[src/rtl/mul_div_unit.sv]
// mul_div_unit -- iterative radix-2 multiply/divide unit with HI/LO registers.
//
// Runs MULT/MULTU (shift-add) and DIV/DIVU (restoring shift-subtract) one
// bit per cycle. It also provides the architectural HI/LO registers that are
// used by MTHI/MTLO/MFHI/MFLO.
//
// Optional build macro: MD_EARLY_TERM_EN
//   When defined, a multiply leaves CALC once no set multiplier bits remain.
//   When undefined, every operation takes WIDTH CALC cycles.
//
// Ports:
//   clk    in   rising-edge clock
//   reset  in   synchronous active-high reset
//   start  in   start a new operation (sampled only when idle)
//   op     in   11 MULT, 01 MULTU, 10 DIV, 00 DIVU
//   a      in   rs operand (multiplicand / dividend)
//   b      in   rt operand (multiplier / divisor)
//   hi_we  in   MTHI write strobe (idle only)
//   lo_we  in   MTLO write strobe (idle only)
//   wdata  in   MTHI/MTLO write data
//   busy   out  operation in progress
//   done   out  one-cycle pulse when the new HI/LO is visible
//   dz     out  divide-by-zero flag of the last completed operation
//   hi     out  HI register
//   lo     out  LO register
module mul_div_unit #(
    parameter int WIDTH = 32,
    parameter int CNTW  = $clog2(WIDTH) + 1
) (
    input  logic             clk,
    input  logic             reset,
    input  logic             start,
    input  logic [1:0]       op,
    input  logic [WIDTH-1:0] a,
    input  logic [WIDTH-1:0] b,
    input  logic             hi_we,
    input  logic             lo_we,
    input  logic [WIDTH-1:0] wdata,
    output logic             busy,
    output logic             done,
    output logic             dz,
    output logic [WIDTH-1:0] hi,
    output logic [WIDTH-1:0] lo
);

    typedef enum logic [1:0] {
        S_IDLE = 2'd0,
        S_CALC = 2'd1,
        S_FIX  = 2'd2
    } state_e;

    state_e             state_q;
    logic [CNTW-1:0]    cnt_q;
    logic               mul_q;      // 1: multiply, 0: divide
    logic               qneg_q;     // negate product / quotient
    logic               rneg_q;     // negate remainder (sign of dividend)
    // Multiply: product accumulator. Divide: {remainder(W+1), quotient(W)}.
    logic [2*WIDTH:0]   acc_q;
    // Multiply: multiplicand shifting left. Divide: divisor in the low half.
    logic [2*WIDTH-1:0] opnd_q;
    logic [WIDTH-1:0]   mpl_q;      // multiplier, consumed LSB first
    logic [WIDTH-1:0]   hi_q, lo_q;
    logic               done_q, dz_q;

    // Operand magnitudes. Only MULT and DIV (op[1]=1) are signed.
    logic             a_neg_d, b_neg_d;
    logic [WIDTH-1:0] a_mag_d, b_mag_d;

    assign a_neg_d = op[1] & a[WIDTH-1];
    assign b_neg_d = op[1] & b[WIDTH-1];
    assign a_mag_d = a_neg_d ? -a : a;
    assign b_mag_d = b_neg_d ? -b : b;

    // One multiply step: add the shifted multiplicand when the multiplier bit is set.
    logic [2*WIDTH:0] acc_mul_d;
    assign acc_mul_d = mpl_q[0] ? (acc_q + {1'b0, opnd_q}) : acc_q;

    // One restoring divide step. The partial remainder is shifted left and
    // the next dividend bit is brought in. The trial subtraction is one bit
    // wider so that its MSB works as the borrow.
    logic [2*WIDTH:0] div_sh_d;
    logic [WIDTH+1:0] div_trial_d;
    logic [2*WIDTH:0] acc_div_d;

    assign div_sh_d    = {acc_q[2*WIDTH-1:0], 1'b0};
    assign div_trial_d = {1'b0, div_sh_d[2*WIDTH:WIDTH]} - {2'b00, opnd_q[WIDTH-1:0]};
    assign acc_div_d   = div_trial_d[WIDTH+1]
                       ? div_sh_d
                       : {div_trial_d[WIDTH:0], div_sh_d[WIDTH-1:1], 1'b1};

    // Exit condition for CALC.
    logic early_exit_d;
`ifdef MD_EARLY_TERM_EN
    // After this cycle, the only unconsumed multiplier bits are mpl_q[WIDTH-1:1].
    assign early_exit_d = mul_q & (mpl_q[WIDTH-1:1] == '0);
`else
    assign early_exit_d = 1'b0;
`endif

    logic calc_last_d;
    assign calc_last_d = (cnt_q == CNTW'(1)) | early_exit_d;

    // Sign fix-up and HI/LO selection for the FIX cycle.
    logic [2*WIDTH-1:0] prod_fix_d;
    logic [WIDTH-1:0]   quo_fix_d, rem_fix_d;
    logic               div_zero_d;
    logic [WIDTH-1:0]   hi_fix_d, lo_fix_d;

    assign prod_fix_d = qneg_q ? -acc_q[2*WIDTH-1:0] : acc_q[2*WIDTH-1:0];
    assign quo_fix_d  = qneg_q ? -acc_q[WIDTH-1:0] : acc_q[WIDTH-1:0];
    // The remainder is smaller than the divisor, so it fits in WIDTH bits.
    // With a zero divisor, the remainder ends up as |a|. Applying the
    // dividend's sign to it gives back the original a.
    assign rem_fix_d  = rneg_q ? -acc_q[2*WIDTH-1:WIDTH] : acc_q[2*WIDTH-1:WIDTH];
    assign div_zero_d = (opnd_q[WIDTH-1:0] == '0);
    assign hi_fix_d   = mul_q ? prod_fix_d[2*WIDTH-1:WIDTH] : rem_fix_d;
    assign lo_fix_d   = mul_q ? prod_fix_d[WIDTH-1:0]
                              : (div_zero_d ? '1 : quo_fix_d);

    always_ff @(posedge clk) begin
        if (reset) begin
            state_q <= S_IDLE;
            cnt_q   <= '0;
            mul_q   <= 1'b0;
            qneg_q  <= 1'b0;
            rneg_q  <= 1'b0;
            acc_q   <= '0;
            opnd_q  <= '0;
            mpl_q   <= '0;
            hi_q    <= '0;
            lo_q    <= '0;
            done_q  <= 1'b0;
            dz_q    <= 1'b0;
        end else begin
            done_q <= 1'b0;
            case (state_q)
                S_IDLE: begin
                    if (start) begin
                        // A start request takes priority over MTHI/MTLO writes in the same cycle.
                        mul_q   <= op[0];
                        qneg_q  <= a_neg_d ^ b_neg_d;
                        rneg_q  <= a_neg_d;
                        acc_q   <= op[0] ? '0 : {{(WIDTH+1){1'b0}}, a_mag_d};
                        opnd_q  <= {{WIDTH{1'b0}}, (op[0] ? a_mag_d : b_mag_d)};
                        mpl_q   <= b_mag_d;
                        cnt_q   <= CNTW'(WIDTH);
                        state_q <= S_CALC;
                    end else begin
                        if (hi_we) hi_q <= wdata;
                        if (lo_we) lo_q <= wdata;
                    end
                end
                S_CALC: begin
                    cnt_q <= cnt_q - CNTW'(1);
                    if (mul_q) begin
                        acc_q  <= acc_mul_d;
                        opnd_q <= opnd_q << 1;
                        mpl_q  <= mpl_q >> 1;
                    end else begin
                        acc_q  <= acc_div_d;
                    end
                    if (calc_last_d) state_q <= S_FIX;
                end
                S_FIX: begin
                    hi_q    <= hi_fix_d;
                    lo_q    <= lo_fix_d;
                    dz_q    <= ~mul_q & div_zero_d;
                    done_q  <= 1'b1;
                    state_q <= S_IDLE;
                end
                default: state_q <= S_IDLE;
            endcase
        end
    end

    assign busy = (state_q != S_IDLE);
    assign done = done_q;
    assign dz   = dz_q;
    assign hi   = hi_q;
    assign lo   = lo_q;

endmodule

[config.mk]
export PLATFORM = sky130hd
export DESIGN_NAME = mul_div_unit
export DESIGN_NICKNAME = d
export VERILOG_FILES = /design/src/rtl/mul_div_unit.sv
export SDC_FILE = /design/constraint.sdc
export NUM_CORES = 1
export LEC_CHECK = 0
export CAP_MARGIN = 10
export CORE_ASPECT_RATIO = 1.75
export CORE_MARGIN = 5
export CORE_UTILIZATION = 33
export CTS_BUF_LIST = sky130_fd_sc_hd__clkbuf_8
export DETAILED_ROUTE_END_ITERATION = 12
export SETUP_SLACK_MARGIN = 0.1
export SYNTH_ARGS = -nofsm -noshare
export SYNTH_HDL_FRONTEND = slang
export SYNTH_SLANG_ARGS = --single-unit
[constraint.sdc]
create_clock -name clk -period 4.82 [get_ports clk]
set_input_delay 0.964 -clock clk [delete_from_list [all_inputs] [get_ports clk]]
set_output_delay 0.964 -clock clk [all_outputs]
set_load 0.005 [all_outputs]
### After elaboration in Yosys (flattened, before gate mapping)

Index checks and enable logic that the tools add are counted.

* bitwise gates (word level): 5
* muxes and demuxes: 33
* reductions and logical operators: 12
* equality and inequality tests: 10
* add/sub/neg operators: 8

Operator list (number)
* $mux W32: 15
* $mux W65: 4
* $mux W64: 3
* $pmux W32 S2: 3
* $pmux W65 S2: 1
* $neg A32 Y32: 4
* $pmux W64 S2: 1
* $add A65 B64 Y65: 1
* $neg A64 Y64: 1
* $sub A33 B32 Y34: 1
* $logic_not A32 Y1: 1
* $ne A2 B2 Y1 const B: 6
* $pmux W6 S2: 1
* $reduce_and A3 Y1: 4
* $eq A6 B1 Y1 const B: 1
* $mux W6: 1
* $reduce_and A2 Y1: 3
* $reduce_bool A2 Y1: 3
* $sub A6 B1 Y6 const B: 1
* $mux W2: 2
* $pmux W2 S2: 1
* $and A1 B1 Y1: 3
* $ne A3 B3 Y1 const B: 1
* $eq A2 B1 Y1 const B: 1
* 5 further kinds: 5

* word-level logic and storage cells: 80
* register bits: 238

### Longest topological paths before layout

* word-level depth: 5
* mapped depth: 15
* gate-level depth less buffers: 15

### Worst setup path after synthesis

No wires, ideal clock.

* path type: register -> register
* start point: reg opnd_q[0]
* end point: reg acc_q[62]
* clock period less this slack: 3.582 ns
* slack: 1.238 ns
* path buffers: 0
* data arrival time: 3.465 ns
* cell stages (with the launch flop): 14
* data required time: 4.703 ns
* path through: dfxtp_1 ha_1 fa_1 a211oi_1 o21a_1 o22ai_1 o41ai_1 o21ai_1 a311o_1 a31oi_2 o31ai_1 xnor2_1 a22oi_1 a32o_1

* longest elaborated chain between the ends: 4
* elaborated cells between the ends (all ways): 6
* those cells by class: add/sub: 2; mux: 4

RTL lines
* from (decl): line 60 `logic [2*WIDTH-1:0] opnd_q;`
* from (signal assigned): line 144 `opnd_q <= {{WIDTH{1'b0}}, (op[0] ? a_mag_d : b_mag_d)};`
* from (signal assigned): line 157 `opnd_q <= opnd_q << 1;`
* $add A65 B64 Y65 / $sub A33 B32 Y34 (equally long branches): line 76, 86
* $mux W65, on equally long branches: line 76, 88
* $mux W65 (*): line 155 `if (mul_q) begin`
* $pmux W65 S2 (*): line 136 `case (state_q)`
* to (signal assigned): line 143 `acc_q <= op[0] ? '0 : {{(WIDTH+1){1'b0}}, a_mag_d};`
* to (signal assigned): line 156 `acc_q <= acc_mul_d;`
* to (signal assigned): line 160 `acc_q <= acc_div_d;`
* to (decl): line 58 `logic [2*WIDTH:0] acc_q;`

Mark *: on every way between the ends. The rest lies on a longest branch, timed or not. The select of a mux whose other input is x is not followed.
A chain may end at the register's enable or synchronous reset.

### Worst setup path in the final report

* start point: reg acc_q[32]
* end point: reg acc_q[37]

* longest elaborated chain between the ends: 4
* elaborated cells between the ends (all ways): 6
* those cells by class: add/sub: 2; mux: 4

RTL lines (line)
* $add A65 B64 Y65 / $sub A33 B32 Y34 (equally long branches): 76, 86
* $mux W65, on equally long branches: 76, 88
* $mux W65 (*): 155
* $pmux W65 S2 (*): 136

Marks and branches as above.

==> flow_summary_export.csv <==
group,metric,value,unit
placed_design,dp_cells,3358,
critical_path,path_class,"register to register",
route,first_pass_iters,6,
timing,worst_slew_pin_slew,1180,ps
power_and_ir_drop,ir_worst_vdd,0.164,mV
logic_synthesis,synth_area,0.0187,sq mm
job,cap_violations,0,
placed_design,gp_congestion,1.01,
finish,fin_cells,3436,
min_path,hp-class,"register to register",
logic_synthesis,synth_area_leader_cell,"dfxtp_1",
finish,multi_input_comb_area,0.0131,sq mm
floorplan,die_x,190,microns
logic_synthesis,synthArstFlopShare,0,%
timing,timing.setup.tns,0,ps
logic_synthesis,synth_most_common_cell,"nor2_1",
global_routing,grt_pass1_vias,20000,
finish,n_fill_cell,5844,
timing,holdWs,452,ps
power_and_ir_drop,powerDensity,310,mW/mm^2
logic_synthesis,synth_top_flop_cell,"dfxtp_1",
cts,cts_sinks,237,
critical_path,cp_max_fo,18,
route,via_per_inst,5.81,
floorplan,chipHeight,325,microns
global_routing,grt_pass1_wl,119000,microns
cts,tritoncts,"built",
finish,design_area,0.0224,sq mm
timing,finClkSkew,35.9,ps
cts,cts_buffers,42,
timing,slew_viol_final,0,
finish,nNetsFinal,2848,
timing,min_period,4320,ps
logic_synthesis,yosysSeqAreaShare,25.3,%
route,vias,20000,
timing,rsz0062_at_grt,"false",
placed_design,place_area,0.0215,sq mm
placed_design,portBuffers,169,
placed_design,dp_hpwl,61200,microns
timing,relSlewSlack,21.0,%
floorplan,core_area,0.0563,sq mm
cts,cts_setup_buffers,0,
cts,postCtsHoldBufs,0,
timing,max_freq,0.231,GHz
route,dr.first_iter.drc_count,1403,
floorplan,start_util,33.3,%
logic_synthesis,synth-edff-count,0,
logic_synthesis,syn_area_per_cell,7.51,sq um
logic_synthesis,syn-num-nets,2701,
logic_synthesis,syn_inst,2495,
finish,seqCellArea,0.00475,sq mm
cts,clock_latency,620,ps
global_routing,grt.overflow.total,0,
cts,cts-htree-levels,2,
floorplan,ios,170,
status,status,"finished, final reports clean",
finish,drive_gt1_share,7.78,%
floorplan,die_area,0.0618,sq mm
logic_synthesis,synth_warnings,0,
route,routedWlPerCell,23.0,microns
cts,clkSlewWorstSetupHoldPaths,60,ps
global_routing,antenna_found_initial,2,
critical_path,worst_setup_path_start_kind,"register",
logic_synthesis,synth_top_area_share,25.3,%
finish,final_util,39.9,%
finish,syn_to_final_growth,19.8,%
power_and_ir_drop,p_leak,8.81,nW
logic_synthesis,synth.area.top_cells,"dfxtp_1 25%, nor2_1 7.2%, ha_1 6.7%",
cts,cts_resized,0,
global_routing,track_usage,24.6,%
route,ant_nets,0,
cts,cts.path.max_buffers,3,
critical_path,cp_data_required_time,5280,ps
timing,min_period_over_period,89.6,%
critical_path,worst-endpoint-arrival,4780,ps
cts,clockRootBuffer,"clkbuf_8",
timing,setup_viol,0,
logic_synthesis,ys_types,82,
floorplan,rows,115,
timing,hold_violations,0,
global_routing,grt_max_degree,103,
logic_synthesis,synthTopCellsByCount,"358 x nor2_1, 237 x a21oi_1, 237 x dfxtp_1, 181 x nand2_1, 135 x clkbuf_1",
logic_synthesis,synth-seq-cells,237,
route,route.detailed.drc,0,
route,routed_wl,79000,microns
critical_path,crit_path_end_kind,"register",
## stage by stage
stage                     power (mW)  setup slack [ps]
final                           6.96               500
after global routing            7.30               367
after CTS                       6.99               634
after detailed placement        4.81               484
after global placement          4.77               396
after floorplan                 3.86              1240
## state kept, by name, summed over array words and instances (netlist names), 2 cells and up
signal   flops
lo          32
state_q      2
acc_q       64
hi          32
opnd_q      64
mpl_q       32
cnt_q        6
## layout make-up
class | instances | share of cell area [%]
diodes | 2 | 0.0223
multi-input cells | 2020 | 58.3
clock buffers | 50 | 3.07
flip-flops and latches | 237 | 21.2
inverters | 77 | 1.29
repair buffers | 264 | 10.8
well taps | 760 | 4.24
clock inverters | 26 | 1.08
## path summary, 6_finish.rpt
kind / start / end / cells after the start / slack, ps
worst max-delay path: acc_q[32] / acc_q[37] / 13 / 500
worst min-delay path: mpl_q[6] / mpl_q[6] / 2 / 450
worst max register to register: acc_q[32] / acc_q[37] / 13 / 500
worst min register to register: mpl_q[6] / mpl_q[6] / 2 / 450
## kinds of logic (layout without fill, tap and decap cells)
group	after synthesis	in the layout	synth area share [%]
adders and majority gates	103	103	6.96
DFF	237	237	25.3
other	0	2	0
buffers and inverters	238	417	5.11
muxes	81	81	4.37
AOI/OAI and AO/OA	828	828	29.0
xor gates and xnor gates	205	205	9.58
and+or+nand+nor	803	803	19.6
## power breakdown
group,internal (mW),switching (mW),leakage (nW)
sequential,2.11,0.154,1.94
combinational,0.990,1.55,6.35
clock,1.21,0.951,0.525
## routing by layer
| metal | wire [microns] | global-route usage [%] | vias to the layer above | share of wire (%) |
|---|---|---|---|---|
| met2 | 40800 | 45.2 | 707 | 52 |
| met3 | 3720 | 3.38 | 269 | 4.7 |
| met4 | 6740 | 17.5 | 0 | 8.5 |
| met5 | 0 | 0 | - | 0 |
| li1 | - | - | 9452 | - |
| met1 | 27800 | 25.0 | 9548 | 35 |
## worst max-delay path, stage by stage, from the launching register on
cell and delay (ps):
dfxtp_1 610, ha_1 310, nor2b_1 150, o31ai_1 430, a211oi_1 190, o21bai_1 360, a2111o_1 230, o21ba_2 160
a21oi_1 140, a31oi_4 570, buf_4 360, mux2_2 360, a22oi_1 170, a21oi_1 110
## cells in the final DEF (no fill, tap or decap), types with 18 or more instances in the layout
cell | netlist | final
ha_1 | 101 | 101
a22oi_1 | 43 | 43
a211oi_1 | 126 | 126
inv_1 | 77 | 91
nor4_1 | 25 | 25
a21oi_1 | 237 | 237
dfxtp_1 | 237 | 236
o21ai_0 | 122 | 122
clkdlybuf4s50_1 | 0 | 167
xor2_1 | 88 | 88
o22ai_1 | 34 | 34
o31ai_1 | 23 | 23
nor2_1 | 358 | 355
nand4_1 | 28 | 28
or3_1 | 34 | 34
clkbuf_8 | 1 | 50
mux2i_1 | 74 | 74
xnor2_1 | 117 | 117
o221ai_1 | 28 | 28
a21o_1 | 47 | 47
o21bai_1 | 21 | 21
o211ai_1 | 18 | 18
nand2_1 | 181 | 181
nand3_1 | 23 | 23
nor3_1 | 55 | 55
buf_4 | 3 | 93
(Power assumes the default switching activity.)
